$ cat src/rtl/counter_cmd_arbiter.sv
// counter_cmd_arbiter
//   Merges debounced front-panel button pulses and decoded UART bytes into a
//   single ordered command stream for the 10 Hz up/down counter control unit.
//   Buttons keep one pending bit each (fixed priority clear > run_stop > mode);
//   UART has a one-entry holding register. A round-robin arbiter pushes at most
//   one command per cycle into a small FIFO, which is drained over a
//   valid/ready handshake.
//
// Ports
//   clk, reset       system clock, asynchronous active-high reset
//   btn_mode         one-cycle debounced pulse -> MODE_TOGGLE
//   btn_run_stop     one-cycle debounced pulse -> RUN_TOGGLE
//   btn_clear        one-cycle debounced pulse -> CLEAR
//   rx_data/rx_valid UART received byte and its qualifying strobe
//   cmd_valid        FIFO head valid
//   cmd_code         command at FIFO head (0 when empty)
//   cmd_src          origin of head command: 0 = button, 1 = UART
//   cmd_ready        consumer accepts the head command
//   fifo_level       current FIFO occupancy
//   drop_cnt         saturating count of discarded inputs
//
// Build option
//   CMD_UPPERCASE_EN  when defined, 'R','S','C','M','U','D' decode like their
//                     lowercase counterparts; otherwise they are dropped.

module counter_cmd_arbiter #(
  parameter int FIFO_DEPTH = 4,
  parameter int DROP_W     = 8
) (
  input  logic                          clk,
  input  logic                          reset,
  input  logic                          btn_mode,
  input  logic                          btn_run_stop,
  input  logic                          btn_clear,
  input  logic [7:0]                    rx_data,
  input  logic                          rx_valid,
  output logic                          cmd_valid,
  output logic [2:0]                    cmd_code,
  output logic                          cmd_src,
  input  logic                          cmd_ready,
  output logic [$clog2(FIFO_DEPTH):0]   fifo_level,
  output logic [DROP_W-1:0]             drop_cnt
);

  localparam int PW = $clog2(FIFO_DEPTH);
  localparam int LW = PW + 1;

  localparam logic [2:0] CMD_MODE_TOGGLE = 3'd1;
  localparam logic [2:0] CMD_RUN_TOGGLE  = 3'd2;
  localparam logic [2:0] CMD_RUN         = 3'd3;
  localparam logic [2:0] CMD_STOP        = 3'd4;
  localparam logic [2:0] CMD_CLEAR       = 3'd5;
  localparam logic [2:0] CMD_SET_UP      = 3'd6;
  localparam logic [2:0] CMD_SET_DOWN    = 3'd7;

  localparam logic SRC_BTN  = 1'b0;
  localparam logic SRC_UART = 1'b1;

  // Returns {known, code}
  function automatic logic [3:0] decode_byte(input logic [7:0] b);
    logic [3:0] r;
    case (b)
      8'h72:   r = {1'b1, CMD_RUN};         // 'r'
      8'h73:   r = {1'b1, CMD_STOP};        // 's'
      8'h63:   r = {1'b1, CMD_CLEAR};       // 'c'
      8'h6D:   r = {1'b1, CMD_MODE_TOGGLE}; // 'm'
      8'h75:   r = {1'b1, CMD_SET_UP};      // 'u'
      8'h64:   r = {1'b1, CMD_SET_DOWN};    // 'd'
`ifdef CMD_UPPERCASE_EN
      8'h52:   r = {1'b1, CMD_RUN};         // 'R'
      8'h53:   r = {1'b1, CMD_STOP};        // 'S'
      8'h43:   r = {1'b1, CMD_CLEAR};       // 'C'
      8'h4D:   r = {1'b1, CMD_MODE_TOGGLE}; // 'M'
      8'h55:   r = {1'b1, CMD_SET_UP};      // 'U'
      8'h44:   r = {1'b1, CMD_SET_DOWN};    // 'D'
`endif
      default: r = 4'b0000;
    endcase
    return r;
  endfunction

  // Pending bits: [2] clear, [1] run_stop, [0] mode
  logic [2:0]    btn_pend;
  logic          hold_valid;
  logic [2:0]    hold_code;
  logic          last_grant;

  logic [3:0]    mem [FIFO_DEPTH];   // {src, code}
  logic [PW-1:0] wr_ptr;
  logic [PW-1:0] rd_ptr;
  logic [LW-1:0] level;

  logic [2:0]    btn_pulse;
  logic [2:0]    btn_clr;
  logic [2:0]    btn_code;
  logic          btn_req;
  logic          uart_req;
  logic          full;
  logic          grant_btn;
  logic          grant_uart;
  logic          push;
  logic          pop;
  logic [3:0]    push_word;
  logic [3:0]    dec;
  logic          uart_load;
  logic          uart_drop;
  logic [2:0]    btn_drop;
  logic [2:0]    drop_inc;
  logic [DROP_W:0] drop_sum;

  assign btn_pulse = {btn_clear, btn_run_stop, btn_mode};
  assign btn_req   = |btn_pend;
  assign uart_req  = hold_valid;
  assign full      = (level == LW'(FIFO_DEPTH));
  assign cmd_valid = (level != '0);
  assign pop       = cmd_valid && cmd_ready;

  // Fixed priority among pending buttons
  always_comb begin
    btn_clr  = 3'b000;
    btn_code = 3'd0;
    if (btn_pend[2]) begin
      btn_clr  = 3'b100;
      btn_code = CMD_CLEAR;
    end else if (btn_pend[1]) begin
      btn_clr  = 3'b010;
      btn_code = CMD_RUN_TOGGLE;
    end else if (btn_pend[0]) begin
      btn_clr  = 3'b001;
      btn_code = CMD_MODE_TOGGLE;
    end
  end

  // Round robin: on contention the source not granted last time wins.
  // A full FIFO blocks the push even if a pop happens this cycle.
  assign grant_btn  = !full && btn_req  && (!uart_req || (last_grant == SRC_UART));
  assign grant_uart = !full && uart_req && (!btn_req  || (last_grant == SRC_BTN));
  assign push       = grant_btn || grant_uart;
  assign push_word  = grant_uart ? {SRC_UART, hold_code} : {SRC_BTN, btn_code};

  // A pulse on an entry being granted this cycle is a fresh request, not a drop
  assign btn_drop  = btn_pulse & btn_pend & ~(grant_btn ? btn_clr : 3'b000);
  assign dec       = decode_byte(rx_data);
  assign uart_load = rx_valid && dec[3] && (!hold_valid || grant_uart);
  assign uart_drop = rx_valid && !uart_load;

  assign drop_inc = 3'(btn_drop[0]) + 3'(btn_drop[1]) + 3'(btn_drop[2]) + 3'(uart_drop);
  assign drop_sum = {1'b0, drop_cnt} + (DROP_W+1)'(drop_inc);

  always_ff @(posedge clk or posedge reset) begin
    if (reset) begin
      btn_pend   <= 3'b000;
      hold_valid <= 1'b0;
      hold_code  <= 3'd0;
      last_grant <= SRC_UART;
      wr_ptr     <= '0;
      rd_ptr     <= '0;
      level      <= '0;
      drop_cnt   <= '0;
      for (int i = 0; i < FIFO_DEPTH; i++) mem[i] <= 4'b0000;
    end else begin
      btn_pend <= (btn_pend & ~(grant_btn ? btn_clr : 3'b000)) | btn_pulse;

      if (uart_load) begin
        hold_valid <= 1'b1;
        hold_code  <= dec[2:0];
      end else if (grant_uart) begin
        hold_valid <= 1'b0;
      end

      if (push) begin
        last_grant  <= grant_uart ? SRC_UART : SRC_BTN;
        mem[wr_ptr] <= push_word;
        wr_ptr      <= wr_ptr + 1'b1;
      end
      if (pop) rd_ptr <= rd_ptr + 1'b1;

      case ({push, pop})
        2'b10:   level <= level + 1'b1;
        2'b01:   level <= level - 1'b1;
        default: level <= level;
      endcase

      if (drop_sum[DROP_W]) drop_cnt <= '1;
      else                  drop_cnt <= drop_sum[DROP_W-1:0];
    end
  end

  assign fifo_level = level;
  assign cmd_code   = cmd_valid ? mem[rd_ptr][2:0] : 3'd0;
  assign cmd_src    = cmd_valid ? mem[rd_ptr][3]   : 1'b0;

endmodule

$ cat config.mk
export PLATFORM = sky130hd
export DESIGN_NAME = counter_cmd_arbiter
export DESIGN_NICKNAME = d
export VERILOG_FILES = /design/src/rtl/counter_cmd_arbiter.sv
export SDC_FILE = /design/constraint.sdc
export NUM_CORES = 1
export LEC_CHECK = 0
export BUFFER_PORTS_ARGS = -buffer_cell sky130_fd_sc_hd__buf_2
export CORE_ASPECT_RATIO = 0.8
export CORE_MARGIN = 10
export CORE_UTILIZATION = 26
export DETAILED_ROUTE_END_ITERATION = 16
export GPL_TIMING_DRIVEN = 0
export HOLD_SLACK_MARGIN = 0.05
export PLACE_DENSITY = 0.53
export SETUP_SLACK_MARGIN = 0.4
export SLEW_MARGIN = 25
export SYNTH_ARGS = -nofsm -noshare
export SYNTH_HDL_FRONTEND = slang
export SYNTH_SLANG_ARGS = --single-unit
export TNS_END_PERCENT = 10
$ cat constraint.sdc
create_clock -name clk -period 3.2 [get_ports clk]
set_input_delay 0.64 -clock clk [delete_from_list [all_inputs] [get_ports clk]]
set_output_delay 0.64 -clock clk [all_outputs]
set_load 0.02 [all_outputs]
==> summary.md, run 1 <==
| Metric | Value |
|---|---|
| Status | `completed` |
| Most common cell in the netlist | `dfrtp_1` |
| Mapped Area | `2080 µm²` |
| Clk sinks | `39` |
| Synth Area in Compound Gates | `10.7%` |
| Max VDD drop | `0.000447 V` |
| H-Tree Depth | `2` |
| Clock buffer count from CTS | `5` |
| Pre-CTS worst setup slack | `-0.169 ns` |
| XOR/XNOR Fraction of Synth Area | `around 4.2%` |
| Multi-input logic area | `roughly 1100 µm²` |
| Hpwl dp | `3250 µm` |
| Antenna violations before repair | `0` |
| Clock root cell | `clkbuf_8` |
| First-pass GRT wire length | `7470 µm` |
| Fin crit share | `91.5%` |
| I/O Pins | `31` |
| GP Congestion | `0.737` |
| Leak Pwr | `roughly 1.2 nW` |
| EDFF count, synth | `0` |
| Slew @ Worst Pin | `approximately 0.46 ns` |
| Filler cells | `807` |
| Routed wire length | `approximately 4400 µm` |
| F_max | `between 300 and 400 MHz` |
| Clock slew at reported path FFs | `0.07 ns` |
| Initial core utilization | `about a quarter` |
| Top cell type's share of synthesized area | `approximately 46%` |
| Clock tree buffer depth | `2` |
| Area grow syn2layout | `25.6%` |
| Setup TNS | `0 ns` |
| Final worst slack | `0.273 ns` |
| Yosys top cell by area | `dfrtp_1` |
| Mapped Nets | `208` |
| Post-synth top cells | `dfrtp_1 (38), nand2_1 (20), mux2_2 (15)` |
| Total Nets Final | `approximately 260` |
| Cell area after placement | `2410 µm²` |
| WS Path Type | `flip-flop to flip-flop` |
| Crit-path max FO | `6` |
| CP Capture Type | `flip-flop` |
| Post-synthesis adder-cell area fraction | `7.44%` |
| Unrepaired setup endpoints after global routing | `true` |
| # setup viols final | `0` |
| Maxcap violations | `0` |
| Flop2flop setup slack | `0.27 ns` |
| Critical Path RT | `3.36 ns` |
| CTS tree | `built` |
| Finished Cell Area | `around 2600 µm²` |
| Vias in the first global route | `around 1,500` |
| Full die area | `~12,000 µm²` |
| Core footprint | `7870 µm²` |
| Port Buffers | `30` |
| Final Hold Fails | `0` |
| Seq cells post-synth | `39` |
| Largest family of logic cells by synthesized area | `simple AND/OR/NAND/NOR gates` |
| FF-to-FF path depth | `12` |
| Syn. warnings | `0` |
| Vias per inst | `between 4 and 5` |
| Layout cell share with drive strength beyond 1 | `40.1%` |
| Post-DRT Antenna Nets | `0` |
| DRT iter0 DRCs | `58` |
| Gr usage total | `7.54%` |
| Layout Skew | `0.00580 ns` |
| Clock Latency Late Sink | `0.29 ns` |
| Mux contribution to synthesized area | `13.6%` |
| Critical R2R Capture | `drop_cnt[4]$_DFF_PP0_` |
| WL per Instance | `12.9 µm` |
| Crit path launch type | `flip-flop` |
| Max Slew Vio Count | `0` |
| Reg area | `981 µm²` |
| Hold Crit Class | `input pin to async pin` |
| Non-filler cells, final | `340` |
| Synth top area cells | `dfrtp_1 (46%), mux2_2 (8.1%), mux4_2 (4.3%)` |
| Post-synthesis cell type count | `43` |
| Seq/Total Area, Yosys | `46.9%` |
| Vias | `1,509` |
| Reg-to-reg startpoint | `fifo_level[0]$_DFFE_PP0P_` |
| Final Critical Period | `2.93 ns` |
| Worst Path Arrival | `3.09 ns` |
| Die Height | `100 µm` |
| Simple logic cell fraction of the synthesized area | `roughly 14%` |
| Ant diodes | `0` |
| Rows | `29` |
| Power Dens Cells | `919 nW/µm²` |
| Async set-or-reset flop fraction in the synthesized netlist | `100%` |
| Drt drc | `0` |
| Top_reg_cell synth | `dfrtp_1` |
| Post-synthesis cell count | `183` |
| Syn avg cell area | `11.4 µm²` |
| Pin count of the biggest net entering global routing | `25` |
| GRT overflow | `0` |
| Drt first pass iters | `4` |
| Die X | `120 µm` |
| Slew headroom | `69.3%` |
| Dpl cells | `322` |
-- per-stage QoR --
step                      hold slack (ns)  total power, mW  utilization (%)
after floorplan                     0.466             1.68                -
after global placement              0.484             1.98             30.3
after detailed placement            0.482             1.99             30.6
after CTS                           0.323             2.39             32.4
after global routing                0.340             2.63             33.2
final                               0.320             2.41             33.2
-- sequential cells by signal, indices dropped and copies added, names as in the netlist --
register    cells
mem            16
drop_cnt        8
btn_pend        3
fifo_level      3
hold_code       3
rd_ptr          2
wr_ptr          2
hold_valid      1
last_grant      1
-- how the worst max path moves through the flow --
stage,startpoint,end,slack (ns),cells past startpoint
floorplan,rx_data[2],drop_cnt[7]$_DFF_PP0_,0.22,12
global placement,rx_data[1],drop_cnt[4]$_DFF_PP0_,-0.19,14
detailed placement,rx_data[2],drop_cnt[1]$_DFF_PP0_,-0.17,14
CTS,fifo_level[0]$_DFFE_PP0P_,drop_cnt[4]$_DFF_PP0_,0.24,11
global route,fifo_level[1]$_DFFE_PP0P_,drop_cnt[1]$_DFF_PP0_,0.13,12
finish,fifo_level[0]$_DFFE_PP0P_,drop_cnt[4]$_DFF_PP0_,0.27,12
-- routing by layer --
metal  part of all wire, %  GRT usage [%]
met1                    52           10.9
met2                    41           9.97
met3                   6.1           2.92
met4                   1.0           2.22
met5                     0              0
-- worst max-delay path, cell delays in order, from the launching register on --
cell and delay (ns):
dfrtp_2 0.45, nor3b_4 0.32, o21ai_4 0.11, nand3_1 0.11, nand2_2 0.07, fa_1 0.50, inv_1 0.05, fa_2 0.35
fa_2 0.38, nand2_4 0.09, nor2_4 0.04, nand4_1 0.22, o21ai_1 0.10
-- cells by family after synthesis --
kind of cell,Yosys count
xor+xnor,10
fa+ha+maj,10
compound gates,32
simple gates,56
mux,21
buf+inv,15
flops,39
-- power breakdown --
| part | internal, mW | leakage [nW] | switching [mW] |
|---|---|---|---|
| Clock | 0.155 | 0.0395 | 0.167 |
| Sequential | 0.698 | 0.467 | 0.167 |
| Combinational | 0.588 | 0.674 | 0.630 |
| Total | 1.44 | 1.18 | 0.964 |
-- placed cells by master (no fill, tap or decap), types with 2 or more instances in the layout --
cell type and count:
nand2_1 17, nand2_4 2, nand3_1 2, buf_2 31, nand2b_1 5, inv_1 12, o31ai_1 3, fa_2 2
ha_1 6, dfrtp_2 3, fa_1 2, mux2_2 15, xor2_1 4, o21ai_4 2, nor2b_1 2, dfrtp_1 35
clkbuf_8 5, o211ai_1 3, a22o_2 4, or3_1 2, nand4_1 2, nor2_2 2, xnor2_1 5, buf_4 10
and2_1 5, clkbuf_1 4, nor2_1 6, a31oi_1 3, o21ai_0 5, a21oi_1 4, a21o_1 2, mux4_2 4
nand2_2 2
-- layout make-up --
type	instances	area share (%)
multi-input combinational	129	42.7
sequential	39	37.5
timing repair buffer	41	9.37
tap	108	5.16
clock buffer	8	3.06
inverter	13	1.86
buffer	2	0.335
-- what timing repair did --
| item | CTS | global route |
|---|---|---|
| setup endpoints to repair | 8 | 8 |
| hold buffers | 0 | 0 |
| pin swaps | 6 | 5 |
| gates resized for setup | 7 | 5 |
| buffers inserted | 4 | 6 |
No activity file was read; power rests on OpenSTA's default activity.
==> run 2: changes to the inputs <==
--- a/config.mk
+++ b/config.mk
@@ -8,11 +8,11 @@
 export BUFFER_PORTS_ARGS = -buffer_cell sky130_fd_sc_hd__buf_2
 export CORE_ASPECT_RATIO = 0.8
 export CORE_MARGIN = 10
-export CORE_UTILIZATION = 26
+export CORE_UTILIZATION = 40
 export DETAILED_ROUTE_END_ITERATION = 16
 export GPL_TIMING_DRIVEN = 0
 export HOLD_SLACK_MARGIN = 0.05
-export PLACE_DENSITY = 0.53
+export PLACE_DENSITY = 0.68
 export SETUP_SLACK_MARGIN = 0.4
 export SLEW_MARGIN = 25
 export SYNTH_ARGS = -nofsm -noshare
==> constraint.sdc (replaced) <==
create_clock -name clk -period 3.4 [get_ports clk]
set_input_delay 0.68 -clock clk [delete_from_list [all_inputs] [get_ports clk]]
set_output_delay 0.68 -clock clk [all_outputs]
set_load 0.02 [all_outputs]
==> summary.md, run 2 (same netlist as run 1, synthesis figures left out) <==
| Metric | Value |
|---|---|
| Routed wire length | `4310 µm (-2.1%)` |
| # setup viols final | `0 (unchanged)` |
| Fin crit share | `88.6%` |
| Clock tree buffer depth | `2 (unchanged)` |
| Slew @ Worst Pin | `0.437 ns (-0.0235 ns)` |
| CP Capture Type | `flip-flop` |
| Hold buffers post-CTS | `0 (unchanged)` |
| Total Nets Final | `257 (+0.39%)` |
| Clock buffer count from CTS | `5 (unchanged)` |
| Number of flip-flops in the largest register | `16 (unchanged)` |
| Die X | `101 µm (-16%)` |
| Pin count of the biggest net entering global routing | `23 (-8.0%)` |
| Power Dens Cells | `903 nW/µm² (-1.8%)` |
| I/O Pins | `31 (unchanged)` |
| Hold WS | `0.371 ns (+0.0505 ns)` |
| Ant diodes | `0 (unchanged)` |
| Clock slew at reported path FFs | `0.08 ns (about the same)` |
| Drt drc | `0 (unchanged)` |
| Total power | `2.37 mW (-1.4%)` |
| Max VDD drop | `0.000602 V (+35%)` |
| FF-to-FF path depth | `12 (unchanged)` |
| F_max | `332 MHz` |
| Crit-path max FO | `6 (unchanged)` |
| Max Slew Vio Count | `0 (unchanged)` |
| WS Path Type | `input pin to flip-flop` |
| Final Hold Fails | `0 (unchanged)` |
| Critical Path RT | `3.59 ns (+0.23 ns)` |
| Initial core utilization | `41.4% (+15 points)` |
| Rows | `23 (-21%)` |
| Clk sinks | `39 (unchanged)` |
| Gr usage total | `10.3% (+2.7 points)` |
| Layout Skew | `0.00938 ns (+0.00358 ns)` |
| WL per Instance | `14.6 µm (+13%)` |
| GP Congestion | `0.794 (+7.8%)` |
| Area grow syn2layout | `26.1%` |
| Leak Pwr | `1.21 nW (+2.8%)` |
| Layout cell share with drive strength beyond 1 | `42.1% (+2.0 points)` |
| Slew headroom | `70.9% (+1.6 points)` |
| Die Height | `84.6 µm (-16%)` |
| Commonest non-fill, non-tap cell in the layout | `dfrtp_1` |
| Cell area after placement | `2350 µm² (-2.2%)` |
| First-pass GRT wire length | `7180 µm (-3.9%)` |
| CTS tree | `built` |
| Critical R2R Capture | `drop_cnt[4]$_DFF_PP0_` |
| Vias per inst | `5.17 (+16%)` |
| Antenna violations before repair | `0 (unchanged)` |
| Unrepaired setup endpoints after global routing | `true` |
| GRT overflow | `0 (unchanged)` |
| Finished Cell Area | `2630 µm² (+0.38%)` |
| Hpwl dp | `3230 µm (-0.58%)` |
| Regs by FF count | `mem: 16 flops, drop_cnt: 8 flops` |
| Reg-to-reg startpoint | `fifo_level[0]$_DFFE_PP0P_` |
| Filler cells | `442 (-45%)` |
| Clock root cell | `clkbuf_8` |
| Flop2flop setup slack | `0.39 ns (+0.11 ns)` |
| Status | `completed` |
| Worst Path Arrival | `3.21 ns (+0.12 ns)` |
| H-Tree Depth | `2 (unchanged)` |
| Core footprint | `5040 µm² (-36%)` |
| Hold Crit Class | `input pin to async pin` |
| Most frequent cells in the layout | `dfrtp_1 (36), buf_2 (29), nand2_1 (18)` |
| Largest Register | `mem` |
| Vias | `1,525 (+1.1%)` |
| Reg area | `980 µm² (-0.13%)` |
| Maxcap violations | `0 (unchanged)` |
| Crit path launch type | `input pin` |
| Final Critical Period | `approximately 3 ns` |
| Multi-input logic area | `1130 µm² (+0.67%)` |
| Vias in the first global route | `1,546 (+2.3%)` |
| Full die area | `8520 µm² (-29%)` |
| DRT iter0 DRCs | `39 (-33%)` |
| Drt first pass iters | `4 (unchanged)` |
| Port Buffers | `30 (unchanged)` |
| Clock Latency Late Sink | `0.30 ns (about the same)` |
| Post-DRT Antenna Nets | `0 (unchanged)` |
run 2: layout make-up:
class	count	share of cell area, %
clock inverters	2	1.33
plain buffers	2	0.333
well taps	62	2.95
repair buffers	42	10.2
flip-flops and latches	39	37.3
multi-input cells	129	42.9
inverters	13	1.86
clock buffers	6	3.14
run 2: worst max-delay path by stage:
stage / start / end / slack [ns]
2_1_floorplan: rx_data[2] / drop_cnt[7]$_DFF_PP0_ / 0.38
3_3_place_gp: rx_data[1] / drop_cnt[1]$_DFF_PP0_ / -0.01
3_5_place_dp: rx_data[2] / drop_cnt[4]$_DFF_PP0_ / -0.03
4_1_cts: fifo_level[0]$_DFFE_PP0P_ / drop_cnt[5]$_DFF_PP0_ / 0.41
5_1_grt: rx_data[0] / drop_cnt[5]$_DFF_PP0_ / 0.26
6_report: rx_data[0] / drop_cnt[4]$_DFF_PP0_ / 0.39
run 2: critical path, cell delays in order:
cell	delay [ns]
buf_4	0.14
xnor2_2	0.14
nand2_1	0.09
o211ai_1	0.14
nand3_1	0.11
nand2_2	0.07
fa_1	0.55
inv_2	0.04
fa_2	0.40
fa_2	0.40
nand2_2	0.12
nor2_4	0.05
nand4_1	0.10
buf_6	0.12
o21ai_1	0.06
run 2: power breakdown:
group / internal [mW] / switching [mW] / total, mW
clock network: 0.237 / 0.166 / 0.404
logic: 0.567 / 0.584 / 1.15
registers: 0.656 / 0.162 / 0.818
total: 1.46 / 0.913 / 2.37
run 2: stage by stage:
| step | setup TNS (ns) | utilization, % | setup slack, ns | instances |
|---|---|---|---|---|
| after detailed placement | -0.113 | 46.7 | -0.0341 | 276 |
| after floorplan | 0 | - | 0.379 | 183 |
| after global routing | 0 | 52.2 | 0.256 | 295 |
| after global placement | -0.0146 | 46.2 | -0.0101 | 275 |
| final | 0 | 52.2 | 0.387 | 295 |
| after CTS | 0 | 49.8 | 0.410 | 286 |
run 2: routing by layer:
layer / share of wire, % / vias to the layer above / GRT usage, %
met1: 48 / 740 / 13.7
met2: 44 / 34 / 14.4
met3: 6.8 / 7 / 3.93
li1: - / 744 / -
met4: 1.6 / 0 / 4.36
met5: 0 / - / 0
run 2: what timing repair did:
item                       in CTS  in global routing
resized for setup               4                 15
pin swaps                       3                 13
setup endpoints to repair       8                  8
buffers inserted                2                  9
